[src/rtl/timer_ctrl_pkg.sv]
// timer_ctrl_pkg: shared types and constants for the interval timer controller.
//   timer_state_t : controller FSM encoding (IDLE, RUN, PAUSE, DONE)
//   MODE_*        : values of the mode input / mode shadow register
package timer_ctrl_pkg;

  typedef enum logic [1:0] {
    IDLE  = 2'd0,
    RUN   = 2'd1,
    PAUSE = 2'd2,
    DONE  = 2'd3
  } timer_state_t;

  localparam logic MODE_ONESHOT  = 1'b0;
  localparam logic MODE_PERIODIC = 1'b1;

endpackage

[src/rtl/timer_prescaler.sv]
// timer_prescaler: tick divider for timer_ctrl. Counts 0..prescale and pulses
// tick on the terminal value, giving one tick every prescale+1 enabled cycles.
// Ports:
//   clk, rst   : clock, async active-low reset
//   clear      : synchronous clear to 0 (wins over en)
//   en         : advance enable; the count holds while low
//   prescale   : divider value P
//   tick       : combinational, high on the enabled cycle where count == P
module timer_prescaler #(
  parameter int PRESCALE_WIDTH = 4
) (
  input  logic                      clk,
  input  logic                      rst,
  input  logic                      clear,
  input  logic                      en,
  input  logic [PRESCALE_WIDTH-1:0] prescale,
  output logic                      tick
);

  logic [PRESCALE_WIDTH-1:0] cnt;

  assign tick = en && (cnt == prescale);

  always_ff @(posedge clk or negedge rst) begin
    if (!rst)       cnt <= '0;
    else if (clear) cnt <= '0;
    else if (en)    cnt <= tick ? '0 : cnt + 1'b1;
  end

endmodule

[src/rtl/timer_ctrl.sv]
// timer_ctrl: programmable interval timer controller.
// Config (mode/period/prescale) is captured into shadow registers on start only.
// Per-cycle priority: stop > start > pause > tick.
// Ports:
//   clk, rst             : clock, async active-low reset
//   start, stop, pause   : control (pause is a level)
//   mode                 : 0 one-shot, 1 periodic
//   period               : terminal count M
//   prescale             : tick divider P (tick every P+1 cycles)
//   busy, done           : state decodes (RUN/PAUSE, DONE)
//   count                : current main count
//   expire               : registered single-cycle pulse at terminal count
// Optional build macro TIMER_CTRL_IRQ_EN adds:
//   irq_clr (in), irq (out) : sticky expire flag, set wins over clear
module timer_ctrl
  import timer_ctrl_pkg::*;
#(
  parameter int COUNT_WIDTH    = 8,
  parameter int PRESCALE_WIDTH = 4
) (
  input  logic                      clk,
  input  logic                      rst,
  input  logic                      start,
  input  logic                      stop,
  input  logic                      pause,
  input  logic                      mode,
  input  logic [COUNT_WIDTH-1:0]    period,
  input  logic [PRESCALE_WIDTH-1:0] prescale,
  output logic                      busy,
  output logic                      done,
  output logic [COUNT_WIDTH-1:0]    count,
  output logic                      expire
`ifdef TIMER_CTRL_IRQ_EN
  ,
  input  logic                      irq_clr,
  output logic                      irq
`endif
);

  timer_state_t              state_q, state_d;
  logic [COUNT_WIDTH-1:0]    count_q, count_d;
  logic [COUNT_WIDTH-1:0]    period_q;
  logic [PRESCALE_WIDTH-1:0] prescale_q;
  logic                      mode_q;
  logic                      expire_q, expire_d;
  logic                      load;
  logic                      psc_clear, psc_en, tick;

  // Active cycles: RUN, or PAUSE on the cycle pause drops. Treating the
  // release cycle as a live cycle makes a pause of N cycles delay the
  // timeline by exactly N, with no tick lost or duplicated.
  assign psc_clear = stop | start;
  assign psc_en    = !psc_clear && !pause && (state_q == RUN || state_q == PAUSE);

  timer_prescaler #(.PRESCALE_WIDTH(PRESCALE_WIDTH)) u_psc (
    .clk      (clk),
    .rst      (rst),
    .clear    (psc_clear),
    .en       (psc_en),
    .prescale (prescale_q),
    .tick     (tick)
  );

  always_ff @(posedge clk or negedge rst) begin
    if (!rst) begin
      state_q    <= IDLE;
      count_q    <= '0;
      expire_q   <= 1'b0;
      period_q   <= '0;
      prescale_q <= '0;
      mode_q     <= MODE_ONESHOT;
    end else begin
      state_q  <= state_d;
      count_q  <= count_d;
      expire_q <= expire_d;
      if (load) begin
        period_q   <= period;
        prescale_q <= prescale;
        mode_q     <= mode;
      end
    end
  end

  always_comb begin
    state_d  = state_q;
    count_d  = count_q;
    expire_d = 1'b0;
    load     = 1'b0;
    if (stop) begin
      state_d = IDLE;
      count_d = '0;
    end else if (start) begin
      load    = 1'b1;
      state_d = RUN;
      count_d = '0;
    end else begin
      unique case (state_q)
        RUN, PAUSE: begin
          if (pause) begin
            state_d = PAUSE;
          end else begin
            state_d = RUN;
            if (tick) begin
              if (count_q == period_q) begin
                count_d  = '0;
                expire_d = 1'b1;
                state_d  = (mode_q == MODE_PERIODIC) ? RUN : DONE;
              end else begin
                count_d = count_q + 1'b1;
              end
            end
          end
        end
        DONE:    count_d = '0;
        default: ;
      endcase
    end
  end

  assign busy   = (state_q == RUN) || (state_q == PAUSE);
  assign done   = (state_q == DONE);
  assign count  = count_q;
  assign expire = expire_q;

`ifdef TIMER_CTRL_IRQ_EN
  always_ff @(posedge clk or negedge rst) begin
    if (!rst)          irq <= 1'b0;
    else if (expire_d) irq <= 1'b1;
    else if (irq_clr)  irq <= 1'b0;
  end
`endif

endmodule
[config.mk]
export PLATFORM = sky130hd
export DESIGN_NAME = timer_ctrl
export DESIGN_NICKNAME = d
export VERILOG_FILES = /design/src/rtl/timer_ctrl_pkg.sv /design/src/rtl/timer_prescaler.sv /design/src/rtl/timer_ctrl.sv
export SDC_FILE = /design/constraint.sdc
export NUM_CORES = 1
export LEC_CHECK = 0
export ABC_AREA = 1
export CAP_MARGIN = 20
export CORE_MARGIN = 3
export CORE_UTILIZATION = 47
export CTS_CLUSTER_SIZE = 10
export DETAILED_ROUTE_END_ITERATION = 7
export GPL_ROUTABILITY_DRIVEN = 0
export PLACE_DENSITY = 0.84
export SKIP_CTS_REPAIR_TIMING = 1
export SKIP_LAST_GASP = 1
export SYNTH_ARGS = -nofsm -noshare
export SYNTH_HDL_FRONTEND = slang
export SYNTH_SLANG_ARGS = --single-unit
[constraint.sdc]
create_clock -name clk -period 1.8 [get_ports clk]
set_clock_uncertainty 0.2 [all_clocks]
set_input_delay 0.27 -clock clk [delete_from_list [all_inputs] [get_ports clk]]
set_output_delay 0.27 -clock clk [all_outputs]
set_load 0.02 [all_outputs]
==> results.cfg <==
[outcome]
status = completed

[global_route]
grt_pass1_vias = 1358
grt_pass1_wl_um = 5692
grt_start_max_net_pins = 29
track_usage_pct = 17.05
grt_antenna_before_repair = 0
grt.overflow.total = 0

[place]
placed_cell_area_um2 = 1987
hpwlAfterDp_um = 2443
numPortBuffers = 28

[hold_path]
hp-class = in2async

[finish]
fillers = 285
final_cell_mix = nand2_1, inv_1, nor2_1
final_common_cell = nand2_1
drive_above_1_share_pct = 12.94
design_area_um2 = 2078
area_growth_pct = 30.38
antenna_cells = 0
nets = 278

[setup_path]
arrival_ns = 1.29
slowest_delay_ns = 0.60
cpLargestDelayFamily = buffers and inverters
worst-setup-path-type = reg2out
crit_fanout = 1
slowest_stage = clkdlybuf4s50_1
path_cells = clkdlybuf4s50_1
reg2reg_to = count[2]
crit_path_end_kind = output pin
required_ns = 1.33
cp_num_buf_inv = 1
rr_worst_depth = 6
r2r_slack_ns = 0.09
startpoint_type = flop
timing.rr.start = state_q[0]

[cts]
cts.sinks = 28
cts_made_buffers = 3
clock_latency_ns = 0.33
cts_buffer_depth = 2
cts_root_buf = clkbuf_4
cts.clk_slew.worst_paths_ns = 0.14
cts_tree = done
htreeDepth = 1

[sta]
maxSlewHeadroom_pct = 76.49
final.min_clock_period_ns = 1.758
hold_viol = 0
setup_viol = 0
fmax_mhz = 568.7
tightest_slew_ns = 0.3527
fin_crit_sh_pct = 97.69
setup-tns-final_ns = 0
rsz0062_at_grt = yes
drv_slew = 0

[drt]
post-route-drc-count = 0
vias = 1440
routed_wl_um = 3281
postRouteAntennaNets = 0
firstDrtPassIters = 4
wl_per_cell_um = 10.97
vias_per_cell = 4.816
drt_iter0_markers = 48

[floorplanning]
die_w_um = 64.24
rows = 20
core_um2 = 3153
die_area_um2 = 4126
start_util_pct = 50.56
io_pins = 29
die_y_um = 64.24

[yosys]
postSynthCellCount = 217
synth-edff-count = 0
synth_area_um2 = 1594
synth-seq-cells = 28
synth.net_count = 239
yosysWarnings = 0
avgSynthCellArea_um2 = 7.346
async_flop_share_pct = 100.0
synthFlopType = dfrtp_1
seq_area_frac_synth_pct = 43.96
synth_cell_types = 24

[flow_run]
max-cap-violations = 0

[pwr]
power_density_nw_per_um2 = 618.4
leakage_nw = 1.141
irDropWorstVdd_v = 0.0004005
==> stage by stage <==
stage	utilization (%)	setup WS, ns	cells	total power [mW]	hold slack [ns]
5_1_grt	65.91	-0.005917	299	1.367	0.1274
6_report	65.91	0.04160	299	1.285	0.09816
3_3_place_gp	63.02	-0.03314	294	0.9731	0.3114
2_1_floorplan	-	0.002025	217	0.8677	-0.2256
3_5_place_dp	63.02	-0.08950	294	0.9845	0.3288
4_1_cts	64.17	-0.3828	298	1.288	0.1134
==> layout make-up <==
cell class	count	area [um2]	area share [%]
multi-input combinational	149	759.5	36.54
clock buffer	4	36.28	1.746
tap	44	55.05	2.649
inverter	36	135.1	6.502
timing repair buffer	38	385.4	18.54
sequential	28	706.9	34.02
==> metal layers <==
| layer | global-route usage [%] | vias to the layer above | routed length [um] |
|---|---|---|---|
| met5 | 0 | - | 0 |
| met4 | 5.277 | 0 | 38 |
| met3 | 2.109 | 4 | 88 |
| met2 | 29.55 | 24 | 1621 |
| met1 | 22.07 | 673 | 1532 |
| li1 | - | 739 | - |
==> report_power, final <==
group / switching, mW / internal [mW] / leakage (nW)
sequential: 0.0295 / 0.675 / 0.340
clock: 0.181 / 0.124 / 0.0210
combinational: 0.150 / 0.125 / 0.780
==> cells by family (layout without fill, tap and decap cells) <==
logic type	after synthesis	in the layout	share of synthesized area, %
DFF	28	28	43.96
xor gates and xnor gates	6	6	3.297
buffers and inverters	40	78	10.05
and+or+nand+nor	113	113	30.77
AOI/OAI and AO/OA	26	26	8.792
adders and majority gates	4	4	3.140
==> sequential cells by signal, indices dropped and copies added, names as in the netlist <==
signal	flops
period_q	8
u_psc.cnt	4
mode_q	1
state_q	2
expire	1
prescale_q	4
count	8
==> synthesized netlist by cell type, types with 2 or more instances <==
master	number	share of area (%)
nor2_1	24	5.7
o21ai_0	2	0.63
o21ai_2	2	1.1
buf_2	2	0.63
ha_1	4	3.1
nand2_1	69	16
o22ai_1	2	0.78
o21ai_1	6	1.9
nand3_1	8	2.5
xor2_1	5	2.7
dfrtp_1	28	44
nor2_4	4	2.8
inv_1	35	8.2
nor3_1	2	0.63
nand2_2	2	0.78
a21oi_1	14	4.4
==> worst max path at each step <==
stage	depth (start not counted)	start	to	slack, ns
after detailed placement	7	stop	count[2]	-0.09
after global placement	7	stop	count[6]	-0.03
final	1	expire	expire	0.04
after CTS	3	state_q[0]	busy	-0.38
after floorplan	10	state_q[1]	count[5]	0.002
after global routing	3	state_q[0]	busy	-0.006
Note: power is estimated with default switching activity, not from simulation.
